## config.mk

```make
export PLATFORM = sky130hd
export DESIGN_NAME = clefia_rk_reader
export DESIGN_NICKNAME = d
export VERILOG_FILES = /design/src/rtl/clefia_rk_reader.sv
export SDC_FILE = /design/constraint.sdc
export NUM_CORES = 2
export LEC_CHECK = 0
export BUFFER_PORTS_ARGS = -buffer_cell sky130_fd_sc_hd__buf_2
export CORE_ASPECT_RATIO = 0.75
export CORE_MARGIN = 2
export CORE_UTILIZATION = 55
export DETAILED_ROUTE_END_ITERATION = 6
export PLACE_DENSITY = 0.72
export SLEW_MARGIN = 20
export SYNTH_ARGS = -nofsm -noshare
export SYNTH_HDL_FRONTEND = slang
export SYNTH_SLANG_ARGS = --single-unit
```

## constraint.sdc

```tcl
create_clock -name i_clk -period 6.4 [get_ports i_clk]
set_clock_uncertainty 0.1 [all_clocks]
set_input_delay 1.28 -clock i_clk [delete_from_list [all_inputs] [get_ports i_clk]]
set_output_delay 1.28 -clock i_clk [all_outputs]
set_load 0.01 [all_outputs]
```

## src/rtl/clefia_rk_reader.sv

```systemverilog
// clefia_rk_reader
// Round-key buffer and reader for the CLEFIA-128 datapath.
// Keys are written serially, in index order, while idle. Once all NRK
// words are present the block streams them one round (key pair) per
// valid/ready transfer. The order is forward for encryption and reverse
// for decryption. Keys stay in place after a stream, so the next block
// can start again without a reload.
//
// Optional feature macro: CLEFIA_RK_PARITY_EN
//   defined   : every stored word keeps an even-parity bit. o_out_perr
//               flags a pair in which either word fails its check.
//   undefined : no parity storage, and o_out_perr is tied 0.
//
// Ports
//   i_clk        clock, all logic on posedge
//   i_rst_n      synchronous reset, active low
//   i_clear      synchronous flush back to IDLE (same effect as reset)
//   i_in_wr      write strobe, one key per cycle (IDLE only)
//   i_in_rk      32-bit round key word
//   i_start      begin streaming (LOADED only)
//   i_dec        sampled with i_start: 0 forward, 1 reverse
//   o_out_valid  a round pair is presented
//   i_out_ready  consumer accepts the pair when valid & ready
//   o_out_rk0    first key of the pair
//   o_out_rk1    second key of the pair
//   o_out_round  round number in stream order
//   o_loaded     high in LOADED
//   o_done       one-cycle pulse after the final transfer
//   o_out_perr   parity error on the presented pair
module clefia_rk_reader #(
    parameter int NRK = 36,
    parameter int AW  = 6,
    parameter int RW  = 5
) (
    input  logic          i_clk,
    input  logic          i_rst_n,
    input  logic          i_clear,
    input  logic          i_in_wr,
    input  logic [31:0]   i_in_rk,
    input  logic          i_start,
    input  logic          i_dec,
    output logic          o_out_valid,
    input  logic          i_out_ready,
    output logic [31:0]   o_out_rk0,
    output logic [31:0]   o_out_rk1,
    output logic [RW-1:0] o_out_round,
    output logic          o_loaded,
    output logic          o_done,
    output logic          o_out_perr
);

    localparam int NR = NRK / 2;

    typedef enum logic [1:0] {
        S_IDLE   = 2'd0,
        S_LOADED = 2'd1,
        S_STREAM = 2'd2
    } state_t;

    state_t        r_state;
    state_t        w_next_state;

    logic [31:0]   r_mem [NRK];
    logic [AW-1:0] r_wr_ptr;
    logic [RW-1:0] r_round;
    logic          r_dec;
    logic          r_out_valid;
    logic [31:0]   r_out_rk0;
    logic [31:0]   r_out_rk1;
    logic          r_loaded;
    logic          r_done;
    logic          r_out_perr;

    logic          w_wr_en;
    logic          w_launch;
    logic          w_xfer;
    logic          w_last_xfer;
    logic          w_last_round;
    logic          w_dec_eff;
    logic [RW-1:0] w_nr;
    logic [AW-1:0] w_idx;
    logic [AW-1:0] w_idx1;
    logic          w_perr;

    assign w_last_round = (r_round == RW'(NR - 1));

    // State register
    always_ff @(posedge i_clk) begin
        if (!i_rst_n) r_state <= S_IDLE;
        else          r_state <= w_next_state;
    end

    // Next state and control strobes. A clear overrides everything, so any
    // write or start in the same cycle is dropped.
    always_comb begin
        w_next_state = r_state;
        w_wr_en      = 1'b0;
        w_launch     = 1'b0;
        w_xfer       = 1'b0;
        w_last_xfer  = 1'b0;
        if (i_clear) begin
            w_next_state = S_IDLE;
        end else begin
            case (r_state)
                S_IDLE: begin
                    if (i_in_wr) begin
                        w_wr_en = 1'b1;
                        if (r_wr_ptr == AW'(NRK - 1)) w_next_state = S_LOADED;
                    end
                end
                S_LOADED: begin
                    if (i_start) begin
                        w_launch     = 1'b1;
                        w_next_state = S_STREAM;
                    end
                end
                S_STREAM: begin
                    if (r_out_valid && i_out_ready) begin
                        w_xfer = 1'b1;
                        if (w_last_round) begin
                            w_last_xfer  = 1'b1;
                            w_next_state = S_LOADED;
                        end
                    end
                end
                default: w_next_state = S_IDLE;
            endcase
        end
    end

    // Next round to present. On launch it is round 0, and i_dec is used
    // directly because r_dec is only captured on this same edge.
    always_comb begin
        w_dec_eff = w_launch ? i_dec : r_dec;
        w_nr      = w_launch ? '0 : r_round + RW'(1);
        if (w_dec_eff) w_idx = AW'(NRK - 2) - AW'({w_nr, 1'b0});
        else           w_idx = AW'({w_nr, 1'b0});
        w_idx1 = w_idx + AW'(1);
    end

    // Key storage. The contents are not reset: after a reset or clear they
    // cannot be read until a full reload has overwritten them.
    always_ff @(posedge i_clk) begin
        if (w_wr_en) r_mem[r_wr_ptr] <= i_in_rk;
    end

`ifdef CLEFIA_RK_PARITY_EN
    logic r_par [NRK];

    always_ff @(posedge i_clk) begin
        if (w_wr_en) r_par[r_wr_ptr] <= ^i_in_rk;
    end

    assign w_perr = ((^r_mem[w_idx])  ^ r_par[w_idx]) |
                    ((^r_mem[w_idx1]) ^ r_par[w_idx1]);
`else
    assign w_perr = 1'b0;
`endif

    // Write pointer. It stops at NRK-1, so it never wraps even when NRK
    // fills the whole AW range.
    always_ff @(posedge i_clk) begin
        if (!i_rst_n || i_clear) begin
            r_wr_ptr <= '0;
        end else if (w_wr_en && (r_wr_ptr != AW'(NRK - 1))) begin
            r_wr_ptr <= r_wr_ptr + AW'(1);
        end
    end

    // Registered output stage. A pair is loaded on launch and on every
    // transfer except the last one, so transfers can run back to back.
    always_ff @(posedge i_clk) begin
        if (!i_rst_n || i_clear) begin
            r_round     <= '0;
            r_dec       <= 1'b0;
            r_out_valid <= 1'b0;
            r_out_rk0   <= '0;
            r_out_rk1   <= '0;
            r_loaded    <= 1'b0;
            r_done      <= 1'b0;
            r_out_perr  <= 1'b0;
        end else begin
            r_loaded <= (w_next_state == S_LOADED);
            r_done   <= w_last_xfer;
            if (w_launch) r_dec <= i_dec;
            if (w_launch || (w_xfer && !w_last_round)) begin
                r_out_valid <= 1'b1;
                r_round     <= w_nr;
                r_out_rk0   <= r_mem[w_idx];
                r_out_rk1   <= r_mem[w_idx1];
                r_out_perr  <= w_perr;
            end else if (w_last_xfer) begin
                r_out_valid <= 1'b0;
                r_round     <= '0;
                r_out_perr  <= 1'b0;
            end
        end
    end

    assign o_out_valid = r_out_valid;
    assign o_out_rk0   = r_out_rk0;
    assign o_out_rk1   = r_out_rk1;
    assign o_out_round = r_round;
    assign o_loaded    = r_loaded;
    assign o_done      = r_done;
    assign o_out_perr  = r_out_perr;

endmodule

```

# --- Word level (Yosys, flattened, before mapping) ---
# Memories as Yosys holds them, arrays and structs flattened. A register that Yosys moved wholly into a read port is not among the register bits.
# Index checks and enable logic that the tools add are counted.
totals:
  reg_bits: 17
  latch_bits: 0
  ram_bits: 1152
  romBits: 0
  output_inout_bits: 73
  word_cells: 56
  mem_count: 1
op_classes:
  addsub: 4
  multipliers: 0
  div_mod_pow: 0
  magnitude_cmp: 0
  n_eq_ne: 6
  shift: 0
  muxes: 29
  bitwise: 0
  n_reduce_logical: 9
memory_table:
  columns: ["memory", "words", "width", "rd", "rd_ports_with_merged_regs", "wr", "line", "source"]
  rows:
  - ["r_mem", 36, 32, 2, 2, 1, "63", "logic [31:0] r_mem [NRK];"]
ops:
  columns: ["op", "n"]
  rows:
  - ["1-bit 2-to-1 mux", 18]
  - ["5-bit 2-to-1 mux", 3]
  - ["6-bit by 1-bit adder with 6-bit output, second input constant", 2]
  - ["2-bit 2-to-1 mux", 6]
  - ["6-bit equality test, second input constant", 1]
  - ["6-bit 2-to-1 mux", 1]
  - ["6-bit != test, second input constant", 1]
  - ["2-bit case mux with 3 select lines", 1]
  - ["6-bit subtractor, first input constant", 1]
  - ["5-bit by 1-bit adder with 5-bit output, second input constant", 1]
  - ["5-bit equality test, second input constant", 1]
  - ["2-bit by 1-bit equality test with 1-bit output, second input constant", 2]
  - ["1-bit logical AND", 3]
  - ["2-bit equality test, second input constant", 1]
  - ["1-bit zero test", 2]
  - ["2-bit zero test", 1]
  - ["1-bit logical OR", 2]
  - ["2-bit nonzero test", 1]

# --- Depth between registers and ports, before layout ---
logic_depth:
  depth_word: 7
  mapped_depth: 12

# --- Least setup slack after synthesis ---
# No wires, ideal clock.
synth_timing:
  path_kind: "input-to-reg"
  from: "input port i_clear"
  to: "memory r_mem[1][0] (enable)"
  t_arrival_ns: 5.301
  required_time_ns: 5.799
  setup_slack_ns: 0.497
  cell_stages: 4
  path_buffers: 0
  cell_sequence: "nor2_1 -> nand2_1 -> or4b_2 -> nor4_1"
synth_via:
  elab_chain_len: 3
synth_rtl:
  columns: ["item", "line", "source"]
  rows:
  - ["start, declared", "37", "input logic i_clear,"]
  - ["1-bit 2-to-1 mux", "101", "if (i_clear) begin"]
  - ["1-bit 2-to-1 mux", "144", "if (w_wr_en) r_mem[r_wr_ptr] <= i_in_rk;"]
  - ["1-bit 2-to-1 mux (not written as such)", "144", null]
  - ["end, declared", "63", null]
# No other way between the ends.

# --- Worst setup path in the final report ---
layout_timing:
  from: "input port i_clear"
  to: "register r_out_rk1[1] (netlist: o_out_rk1[1]), read port of r_mem"
layout_via:
  elab_chain_len: 5
layout_rtl:
  columns: ["item", "line", "source"]
  rows:
  - ["1-bit 2-to-1 mux", "101", null]
  - ["5-bit 2-to-1 mux", "135", "w_nr = w_launch ? '0 : r_round + RW'(1);"]
  - ["6-bit subtractor", "136", "if (w_dec_eff) w_idx = AW'(NRK - 2) - AW'({w_nr, 1'b0});"]
  - ["6-bit 2-to-1 mux", "136", null]
  - ["6-bit by 1-bit adder with 6-bit output", "138", "w_idx1 = w_idx + AW'(1);"]
  - ["end, declared", "69", "logic [31:0] r_out_rk1;"]
# Parallel ways exist; a longest one is shown, timed or not.
# A chain may end at the register's enable or synchronous reset.

==> results.md <==
- Critical Setup Path Class: input pin to flip-flop
- Reg-to-reg slack, setup: 2.25 ns
- Total number of vias: 28.8k
- R2R depth: 8
- Clock Sinks: 1233
- Worst Setup Start Kind: input pin
- Initial DRC count: 4588
- Final hold slack: 0.468 ns
- Max-cap violation count: 0
- Post-route cell area: 52700 sq um
- Synthesized area: 46800 sq um
- Number of fill cells: 5818
- Root Buffer: clkbuf_16
- Maximum buffer depth of the clock tree: 3
- Die width: 341 um
- Critical-path cell list: buf_2 > nand4bb_1 > nand2b_4 > buf_4 > buf_4 > a21oi_1 > a221o_1 > a222oi_1 > a21boi_1
- Vias in the first global route: 27.4k
- # H-tree levels: 3
- Via density: 6.64
- Share of layout cells above drive strength 1: 12.8%
- Post-CTS Setup Bufs: 0
- Worst relative slew slack: 24.6%
- Remaining Overflow, GRT: 0
- Total core area: 84100 sq um
- Starting Density: 55.6%
- Sequential area share after synthesis: 77.4%
- Most frequent cells in the layout: 1152 x edfxtp_1, 526 x nand2_1, 264 x a21oi_1
- Final Hold Fails: 0
- PwrDens: 294 nW/um^2
- GR Util All Layers: 28.5%
- Lkg Pwr: 17.3 nW
- Layout Nets: 3143
- Tmin final: 4.48 ns
- CP bufs+invs: 3
- Post-synth EDFFs: 1152
- Setup violations, final: 0
- CP top delay family: buffers and inverters
- Layout Area Growth over Synthesis: 12.7%
- Antenna viol nets, final: 0
- Placed cell area: 49100 sq um
- Fraction of registers with async set/reset: 0%
- Mapped Cells: 3013
- Most numerous cell on the critical path: buf_4
- RSZ-0062 raised after global routing: no
- CP max FO: 67
- CP arrival: 4.94 ns
- Crit path depth: 9
- Period utilization: 70.0%
- Die height: 257 um
- Commonest non-fill, non-tap cell in the layout: edfxtp_1
- Worst setup EP type: flip-flop
- Die area: 87500 sq um
- Setup Total Neg Slack: 0 ns
- Mean Syn Cell Area: 15.5 sq um
- Clock-pin slew on the worst setup and hold paths: 0.07 ns
- Number of synthesis warnings: 0
- Largest net degree at the start of global routing: 171
- Max Slew Vio Count: 0
- Initial antenna violation count: 7
- Worst hold stages: 2
- Top-Level Pins: 112
- Synthesized net count: 3056
- Max VDD drop: 229 uV
- Buffers on Ports: 110
- Post-route DRC: 0
- CTS tree: built
- Drt pass-1 iters: 7
- Clock Latency Late Sink: 0.68 ns
- Post-synthesis cell type count: 50
- GP Congestion: 0.808
- Worst Path Required: 6.86 ns
- Slew @ Worst Pin: 1.13 ns
- Final WL: 127000 um
- Post-DP HPWL: 63400 um
- Hold-fix buffers, CTS: 0
- Num CTS Buffers: 114
- Global-route wire length before repair: 184000 um
- Seq cells post-synth: 1233
- Top_reg_cell synth: edfxtp_1
- Largest stage delay, worst path: 0.82 ns
- Hold/Removal Path Class: flip-flop to flip-flop
- Post-CTS sizing: 0
- Cell Rows: 92
- Worst path slowest cell: buf_4
- Wire length per cell: 29.3 um
- Run status: complete, no violations
- Peak Freq: 223 MHz
-- logic make-up (layout without fill, tap and decap cells) --
family / after synthesis / after routing / share of synthesized area, %
DFF: 1233 / 1233 / 77.4
xor gates and xnor gates: 12 / 12 / 0.241
muxes: 66 / 66 / 1.44
buffers and inverters: 220 / 404 / 1.96
AOI/OAI and AO/OA: 855 / 855 / 13.6
adders and majority gates: 4 / 4 / 0.107
other: 1 / 5 / 0.00801
and+or+nand+nor: 622 / 622 / 5.27
-- cell usage after synthesis (2+ instances only) --
cell / number / area share [%]
edfxtp_1: 1152 / 74
nand2_1: 526 / 4.2
a21oi_1: 264 / 2.8
a221o_1: 256 / 5.5
clkbuf_1: 125 / 1.0
dfxtp_1: 81 / 3.5
a21boi_0: 68 / 1.1
o21ai_0: 67 / 0.72
buf_2: 66 / 0.71
mux2i_1: 65 / 1.4
a222oi_1: 64 / 1.4
a31oi_1: 64 / 0.86
a21boi_1: 62 / 0.99
nor2_1: 53 / 0.42
buf_1: 22 / 0.18
xor2_1: 9 / 0.17
nand3_1: 8 / 0.086
nand2b_1: 6 / 0.080
nor3_1: 6 / 0.064
ha_1: 4 / 0.11
inv_1: 4 / 0.032
buf_4: 3 / 0.048
nand3b_1: 3 / 0.048
nand4_1: 3 / 0.040
or3b_2: 3 / 0.056
nor2b_1: 2 / 0.027
o2bb2ai_2: 2 / 0.064
or3_1: 2 / 0.027
xnor2_1: 2 / 0.037
-- metrics by stage --
stage | worst slack (ns) | power [mW] | std cells | util, %
6_report | 1.92 | 15.5 | 4329 | 62.7
5_1_grt | 1.78 | 15.8 | 4326 | 62.7
4_1_cts | 2.01 | 15.5 | 4324 | 62.6
3_5_place_dp | 1.28 | 9.15 | 4111 | 58.4
3_3_place_gp | 1.46 | 9.13 | 4104 | 58.1
2_1_floorplan | 0.497 | 9.01 | 3013 | -
-- layer usage --
metal | vias up | wire length (um) | GRT usage, %
met5 | - | 11 | 0
met4 | 2 | 3280 | 8.03
met3 | 231 | 15500 | 6.09
met2 | 2006 | 58100 | 43.5
met1 | 14400 | 50100 | 41.8
li1 | 12100 | - | -
-- tightest hold or removal path, cell delays in order, from the launching register on --
cell and delay (ns):
dfxtp_1 0.35, a21oi_1 0.13, nor2_1 0.04
-- final cells by class --
type / count / area, sq um / share of cell area, %
sequential: 1233 / 36200 / 68.7
clock buffer: 161 / 3180 / 6.03
multi-input combinational: 1560 / 10100 / 19.1
timing repair buffer: 187 / 1420 / 2.69
clock inverter: 52 / 415 / 0.788
inverter: 4 / 15.0 / 0.0285
antenna: 4 / 10.0 / 0.0190
tap: 1128 / 1410 / 2.68
-- path summary, 6_finish.rpt --
| kind | to | from |
|---|---|---|
| worst max-delay path | o_out_rk1[1] | i_clear |
| worst min-delay path | o_out_round[4] | o_out_round[4] |
| worst max register to register | o_out_rk1[1] | r_state[1] |
| worst min register to register | o_out_round[4] | o_out_round[4] |
-- state kept, by name, indices dropped and copies added, names as in the netlist --
name and cells:
o_loaded 1, o_out_rk0 32, o_out_valid 1, o_out_rk1 32, r_mem 1152, o_done 1, r_wr_ptr 6, r_state 2
o_out_round 5, r_dec 1
-- power breakdown --
group	switching, mW	internal, mW
Clock	2.85	3.66
Sequential	0.00425	8.82
Combinational	0.143	0.0162
Total	3.00	12.5
(Power assumes the default switching activity.)
